--- src/rtl/mem_ctrl.sv ---
// Byte-serial RAM controller shared by instruction fetch and MEM-stage loads/stores.
// Reads finish N+1 edges after acceptance and writes after N; rdy low stalls every register.
module mem_ctrl (
   input  logic        clk,
   input  logic        rst,
   input  logic        rdy,
   input  logic        if_req,
   input  logic [31:0] if_addr,
   output logic        if_done,
   output logic [31:0] if_inst,
   input  logic        mem_req,
   input  logic        mem_we,
   input  logic [1:0]  mem_len,
   input  logic [31:0] mem_addr,
   input  logic [31:0] mem_wdata,
   output logic        mem_done,
   output logic [31:0] mem_rdata,
   input  logic [7:0]  ram_din,
   output logic [7:0]  ram_dout,
   output logic [31:0] ram_a,
   output logic        ram_wr
);
   typedef enum logic [1:0] {IDLE = 2'd0, READ = 2'd1, WRITE = 2'd2} state_t;

   state_t      state, state_nxt;
   logic [2:0]  cnt, cnt_nxt;
   logic [2:0]  nbytes, nbytes_nxt;
   logic        is_fetch, is_fetch_nxt;
   logic [31:0] base, base_nxt;
   logic [31:0] wdata, wdata_nxt;
   logic [31:0] rbuf, rbuf_nxt;
   logic [31:0] ram_a_nxt, if_inst_nxt, mem_rdata_nxt;
   logic [7:0]  ram_dout_nxt;
   logic        ram_wr_nxt, if_done_nxt, mem_done_nxt;
   logic        accept;
   logic [2:0]  mem_nbytes;
   logic [31:0] cur_addr;

   // The edge that carries a done pulse is never an acceptance edge.
   assign accept   = (state == IDLE) && !if_done && !mem_done && (mem_req || if_req);
   assign cur_addr = base + {29'd0, cnt};

   always_comb begin
      case (mem_len)
         2'd0:    mem_nbytes = 3'd1;
         2'd1:    mem_nbytes = 3'd2;
         default: mem_nbytes = 3'd4;
      endcase
   end

   always_ff @(posedge clk) begin
      if (rst)
         state <= IDLE;
      else if (rdy)
         state <= state_nxt;
   end

   always_comb begin
      state_nxt = state;
      case (state)
         IDLE:    if (accept) state_nxt = (mem_req && mem_we) ? WRITE : READ;
         READ:    if (cnt == nbytes + 3'd1) state_nxt = IDLE;
         WRITE:   if (cnt == nbytes) state_nxt = IDLE;
         default: state_nxt = IDLE;
      endcase
   end

   always_comb begin
      cnt_nxt       = cnt;
      nbytes_nxt    = nbytes;
      is_fetch_nxt  = is_fetch;
      base_nxt      = base;
      wdata_nxt     = wdata;
      rbuf_nxt      = rbuf;
      ram_a_nxt     = ram_a;
      ram_dout_nxt  = ram_dout;
      ram_wr_nxt    = 1'b0;
      if_inst_nxt   = if_inst;
      mem_rdata_nxt = mem_rdata;
      if_done_nxt   = 1'b0;
      mem_done_nxt  = 1'b0;
      case (state)
         IDLE: begin
            cnt_nxt = 3'd0;
            if (accept) begin
               cnt_nxt      = 3'd1;
               is_fetch_nxt = !mem_req;
               nbytes_nxt   = mem_req ? mem_nbytes : 3'd4;
               base_nxt     = mem_req ? mem_addr : if_addr;
               ram_a_nxt    = mem_req ? mem_addr : if_addr;
               wdata_nxt    = mem_wdata;
               rbuf_nxt     = 32'd0;
               if (mem_req && mem_we) begin
                  ram_wr_nxt   = 1'b1;
                  ram_dout_nxt = mem_wdata[7:0];
               end
            end
         end
         READ: begin
            cnt_nxt = cnt + 3'd1;
            if (cnt < nbytes)
               ram_a_nxt = cur_addr;
            // RAM data lags its address by two edges, so byte i lands at edge i+2.
            case (cnt)
               3'd2:    rbuf_nxt[7:0]   = ram_din;
               3'd3:    rbuf_nxt[15:8]  = ram_din;
               3'd4:    rbuf_nxt[23:16] = ram_din;
               3'd5:    rbuf_nxt[31:24] = ram_din;
               default: ;
            endcase
            if (cnt == nbytes + 3'd1) begin
               cnt_nxt = 3'd0;
               if (is_fetch) begin
                  if_inst_nxt = rbuf_nxt;
                  if_done_nxt = 1'b1;
               end else begin
                  mem_rdata_nxt = rbuf_nxt;
                  mem_done_nxt  = 1'b1;
               end
            end
         end
         WRITE: begin
            if (cnt < nbytes) begin
               cnt_nxt    = cnt + 3'd1;
               ram_a_nxt  = cur_addr;
               ram_wr_nxt = 1'b1;
               case (cnt[1:0])
                  2'd0:    ram_dout_nxt = wdata[7:0];
                  2'd1:    ram_dout_nxt = wdata[15:8];
                  2'd2:    ram_dout_nxt = wdata[23:16];
                  default: ram_dout_nxt = wdata[31:24];
               endcase
            end else begin
               cnt_nxt      = 3'd0;
               mem_done_nxt = 1'b1;
            end
         end
         default: cnt_nxt = 3'd0;
      endcase
   end

   always_ff @(posedge clk) begin
      if (rst) begin
         cnt       <= 3'd0;
         nbytes    <= 3'd0;
         is_fetch  <= 1'b0;
         base      <= 32'd0;
         wdata     <= 32'd0;
         rbuf      <= 32'd0;
         ram_a     <= 32'd0;
         ram_dout  <= 8'd0;
         ram_wr    <= 1'b0;
         if_inst   <= 32'd0;
         mem_rdata <= 32'd0;
         if_done   <= 1'b0;
         mem_done  <= 1'b0;
      end else if (rdy) begin
         cnt       <= cnt_nxt;
         nbytes    <= nbytes_nxt;
         is_fetch  <= is_fetch_nxt;
         base      <= base_nxt;
         wdata     <= wdata_nxt;
         rbuf      <= rbuf_nxt;
         ram_a     <= ram_a_nxt;
         ram_dout  <= ram_dout_nxt;
         ram_wr    <= ram_wr_nxt;
         if_inst   <= if_inst_nxt;
         mem_rdata <= mem_rdata_nxt;
         if_done   <= if_done_nxt;
         mem_done  <= mem_done_nxt;
      end
   end
endmodule

--- config.mk ---
export PLATFORM = sky130hd
export DESIGN_NAME = mem_ctrl
export DESIGN_NICKNAME = d
export VERILOG_FILES = /design/src/rtl/mem_ctrl.sv
export SDC_FILE = /design/constraint.sdc
export NUM_CORES = 1
export LEC_CHECK = 0
export BUFFER_PORTS_ARGS = -buffer_cell sky130_fd_sc_hd__clkbuf_2
export CAP_MARGIN = 25
export CORE_MARGIN = 5
export CORE_UTILIZATION = 40
export DETAILED_ROUTE_END_ITERATION = 7
export GPL_TIMING_DRIVEN = 1
export PLACE_DENSITY = 0.71
export SYNTH_ARGS = -nofsm -noshare
export SYNTH_HDL_FRONTEND = slang
export SYNTH_SLANG_ARGS = --single-unit
export TNS_END_PERCENT = 20
--- constraint.sdc ---
create_clock -name clk -period 3.2 [get_ports clk]
set_clock_uncertainty 0.15 [all_clocks]
set_input_delay 0.16 -clock clk [delete_from_list [all_inputs] [get_ports clk]]
set_output_delay 0.16 -clock clk [all_outputs]
set_load 0.03 [all_outputs]
Word-level counts from Yosys, hierarchy flattened
Cells that the tools add are included.
{ "op_classes": {"n_bitwise": 1, "magnitude_cmp": 1, "add_sub_neg": 3, "reduce_logical": 22, "muxes": 37, "eq_ne": 17} }
{ "op_table": {"columns": ["operator", "n"], "rows": [
  ["$mux W32", 4],
  ["$pmux W32 S2", 2],
  ["$mux W8", 7],
  ["$add A32 B3 Y32", 1],
  ["$pmux W8 S3", 1],
  ["$pmux W8 S2", 1],
  ["$reduce_and A4 Y1", 4],
  ["$mux W1", 10],
  ["$mux W3", 3],
  ["$pmux W3 S3", 1],
  ["$mux W2", 4],
  ["$ne A2 B2 Y1 const B", 4],
  ["$add A3 B1 Y3 const B", 2],
  ["$eq A2 B1 Y1 const B", 3],
  ["$eq A3 B2 Y1 const B", 2],
  ["$eq A3 B3 Y1", 2],
  ["$eq A3 B3 Y1 const B", 2],
  ["$logic_not A2 Y1", 3],
  ["$pmux W2 S3", 1],
  ["$pmux W3 S2", 1],
  ["$reduce_and A3 Y1", 2],
  ["$reduce_bool A2 Y1", 3],
  ["$reduce_and A5 Y1", 1],
  ["$eq A2 B2 Y1 const B", 2],
  ["8 further kinds", 15]
]} }
{ "word_totals": {"regBits": 212, "word_cells": 95, "out_inout_bits": 107} }

Longest topological paths before layout
{ "logic_depth": {"word_depth": 6, "ltp_mapped": 10, "ltp_nobuf": 8} }

Worst setup path before layout
Ideal clock, no wire load.
{ "synth_timing": {"kind": "flip-flop to flip-flop", "startpoint": "register cnt[0]", "endpoint": "register ram_a[12]", "required_time_ns": 2.935, "n_path_buf": 1, "arrival_time_ns": 1.993, "setup_ns": 0.115, "path_slack_ns": 0.942, "period_less_slack_ns": 2.258, "stages_incl_launch_ff": 10, "path_cell_list": "dfxtp_1 -> ha_1 -> fa_1 -> a21o_1 -> and4_1 -> buf_2 -> xor2_1 -> a21oi_1 -> o21ai_0 -> and2_1"} }
{ "synth_via": {"elab_chain_cells": 3, "elab_cells_between_ends": 6, "classes_between": "add/sub (1); order compare (1); eq/ne (1); mux (2); reduce/logical (1)"} }
{ "synth_rtl": {"columns": ["item", "line_no", "source"], "rows": [
  ["start: declaration", "26", "logic [2:0] cnt, cnt_nxt;"],
  ["start signal: assignment", "158", "cnt <= cnt_nxt;"],
  ["$add A32 B3 Y32 or $lt A3 B3 Y1 (tied branches)", "41, 101, 123", null],
  ["$mux W32 or $ne A2 B1 Y1 (tied branches)", null, null],
  ["$pmux W32 S2 or $reduce_and A4 Y1 (tied branches)", null, null],
  ["end signal: assignment", "164", "ram_a <= ram_a_nxt;"],
  ["end: declaration", "20", "output logic [31:0] ram_a,"]
]} }
Several ways; a longest one is shown, not always the timed one. The select of a mux whose other input is x is not followed.
A chain may end at the register's enable or synchronous reset.

Final worst setup path
{ "layout_timing": {"startpoint": "register cnt[2]", "endpoint": "register ram_a[27]"} }
Same word-level chain as after synthesis.

==> impl_results.md <==
- Status: finished, final reports clean
- Initial DRC Count: roughly 640
- Warnings, synthesis: 0
- Crit share post-route: between 80 and 90%
- Fin. max-slew vios: 0
- Final WS setup: around 0.57 ns
- Final min period: roughly 2.6 ns
- Routed WL: ~28,000 um
- Achievable Freq: around 380 MHz
- Via count: about 8,900
- Die width: approximately 160 um
- Worst VDD drop: 0.3390 mV
- Final non-filler cell area: roughly 13,000 um^2
- EDFF count, synth: 0
- Mapped Area: between 9000 and 10,000 um^2
- CTS root buf: clkbuf_16
- Synth area leader: dfxtp_1
- Hold_ws: about 0.011 ns
- Layout cell share with drive strength beyond 1: between 20% and 30%
- Total grt overflow: 0
- Reg2Reg Setup Slack: between 0.5 and 0.6 ns
- Hold Path End: ram_a[18]
- Area contributors post-synth: dfxtp_1 45%, mux2i_1 8.9%, a211oi_1 6.8%
- TritonCTS Buffers: 24
- Resize count post-CTS: 0
- Die area: 27,000 um^2
- Final hold vios: 0
- RSZ-0062 raised after global routing: false
- 1st-pass router iterations: 7
- Hold Crit Depth: 5
- Cells after synthesis: roughly 1,000
- Post-DRT Antenna Nets: 0
- Share of the synthesized area in the top cell type: 44.56%
- Syn avg cell area: around 9 um^2
- Initial Util: between 40% and 50%
- Seq cells post-synth: 212
- CTS max path bufs: 3
- Startpoint types: flip-flop
- Arrival @ worst endpoint: 2.88 ns
- R2R cell count: 7
- Syn Nets: 1,172
- TNS Setup: 0 ns
- Slew at the pin with the worst max-slew slack: ~0.72 ns
- Total clock sinks: between 200 and 250
- Power Dens Cells: approximately 530 nW/um^2
- Worst-Skew Late Latency: between 0.5 and 0.6 ns
- Ys flop type: dfxtp_1
- Dpl cell area: 10,870 um^2
- Clk slew on worst S/H paths: ~0.060 ns
- Synth cell types: between 40 and 50
- Fraction of synthesis flops using an asynchronous set or reset pin: 0%
- Worst r2r dst: ram_a[27]
- Vias per cell: 5.323
- Net count, final: between 1,000 and 1,500
- Fill cells: between 2,000 and 2,500
- Total track usage: ~20%
- CTS Hold Bufs: approximately 110
- Num rows: 56
- Setup CP Type: flip-flop to flip-flop
- Hpwl dp: roughly 19,000 um
- Post-CTS Setup Inserts: 0
- Seq/Total Area, Yosys: between 40% and 50%
- GP Congestion: approximately 0.87
- Max-cap check violation count: 0
- Slew headroom: about 51%
- Top-count cell post-synth: dfxtp_1
- Pleak: roughly 0.0052 uW
- Worst r2r src: cnt[2]
- Vias in the first global route: ~8,700
- Final setup violation count: 0
- Worst hold start: mem_addr[18]
- Tot Pwr: 6711 uW
- Io pins: between 200 and 250
- First-pass GRT wire length: around 45,000 um
- Core area: between 20,000 and 25,000 um^2
- Post-route DRC: 0
- Synth-to-layout area growth: 33.53%
- Min-Delay Path Class: primary input to flip-flop
- Pre-CTS WS: 0.6120 ns
- Max FO, Critical Path: 8
- Setup crit end kind: flip-flop
- Largest net degree at the start of global routing: just over 100
- H-tree levels: 1
- Die Y: 164.3 um
- IO buf count: 218
- Initial antenna violation count: 1
- DR WL/cell: about 17 um
- CTS tree: built
- Worst EP required: approximately 3.5 ns
- Commonest cells post-synth: 212 x dfxtp_1, 142 x nor2_1, 116 x nand2_1
==> registers in the layout, summed over array words and instances, names as in the netlist, 2 cells and up <==
register / count
mem_rdata: 32
ram_a: 32
rbuf: 32
if_inst: 32
wdata: 32
nbytes: 3
state: 2
cnt: 3
ram_dout: 8
base: 32
==> report_power, final <==
| part | switching (uW) | internal (uW) |
|---|---|---|
| logic | 705 | 460 |
| registers | 124 | 2790 |
| clock network | 1050 | 1580 |
| total | 1880 | 4830 |
==> logic make-up (layout without fill, tap and decap cells) <==
group	after synthesis	in the layout	share of synthesized area, %
other	0	1	0
adder cells (fa/ha/maj)	17	17	2.312
multiplexers	85	85	8.932
flip-flops	212	212	44.56
AO/OA/AOI/OAI	270	270	21.53
buffers and inverters	87	397	4.151
XOR/XNOR	29	29	2.824
AND/OR/NAND/NOR	343	343	15.70
==> stage by stage <==
stage                     std cells  util [%]
final                          1673     54.19
after global routing           1673     54.19
after CTS                      1672     54.18
after detailed placement       1523     46.30
after global placement         1523     46.30
after floorplan                1043         -
==> critical path: stages (launching register included) <==
cell	delay [ns]
dfxtp_1	0.40
ha_1	0.39
a21oi_1	0.12
a2111oi_2	0.64
nand4_1	0.27
nor3_1	0.22
a21oi_1	0.06
a32o_1	0.26
==> cells in the final DEF (no fill, tap or decap), types with 3 or more instances in the layout <==
master,Yosys,final
and2_1,8,8
nand3_1,20,20
buf_4,8,14
a211oi_1,86,86
a211oi_2,28,28
nor2_1,142,142
mux2i_1,85,85
xor2_1,26,26
clkbuf_1,45,3
buf_12,0,4
nor2b_1,13,13
ha_1,16,16
nor3_1,11,11
a22o_1,33,33
a32o_1,5,5
clkinv_2,0,4
nand2_1,116,116
o22ai_1,8,8
a21oi_1,69,69
and4_1,4,4
inv_1,11,11
dlygate4sd3_1,0,108
clkbuf_8,0,7
a222oi_1,8,8
dfxtp_1,212,212
clkbuf_16,0,25
a21o_1,4,4
and3_1,9,8
nand4_1,9,9
o21ai_0,20,20
clkbuf_2,0,217
==> metal layers <==
layer	vias to the layer above	share of wire, %	global-route usage [%]
met5	-	0	0
met4	0	3.0	6.557
met3	62	6.4	2.886
met2	348	48	34.15
met1	4160	43	26.55
li1	4336	-	-
==> cell type report <==
class	instances	area [um^2]	area share [%]
repair buffers	344	2364	18.58
clock inverters	6	35.03	0.2754
clock buffers	35	733.2	5.764
inverters	12	45.04	0.3541
flip-flops and latches	212	4244	33.37
well taps	319	399.1	3.138
multi-input cells	744	4897	38.50
diodes	1	2.502	0.01967
==> worst max path at each step <==
| stage | start | end | slack [ns] | cells after the start |
|---|---|---|---|---|
| floorplan | cnt[0] | ram_a[12] | 0.94 | 9 |
| global placement | cnt[2] | ram_a[27] | 0.65 | 7 |
| detailed placement | cnt[2] | ram_a[27] | 0.61 | 7 |
| CTS | cnt[2] | ram_a[27] | 0.60 | 7 |
| global route | cnt[2] | ram_a[27] | 0.40 | 7 |
| finish | cnt[2] | ram_a[27] | 0.57 | 7 |
No activity file was read; power rests on OpenSTA's default activity.
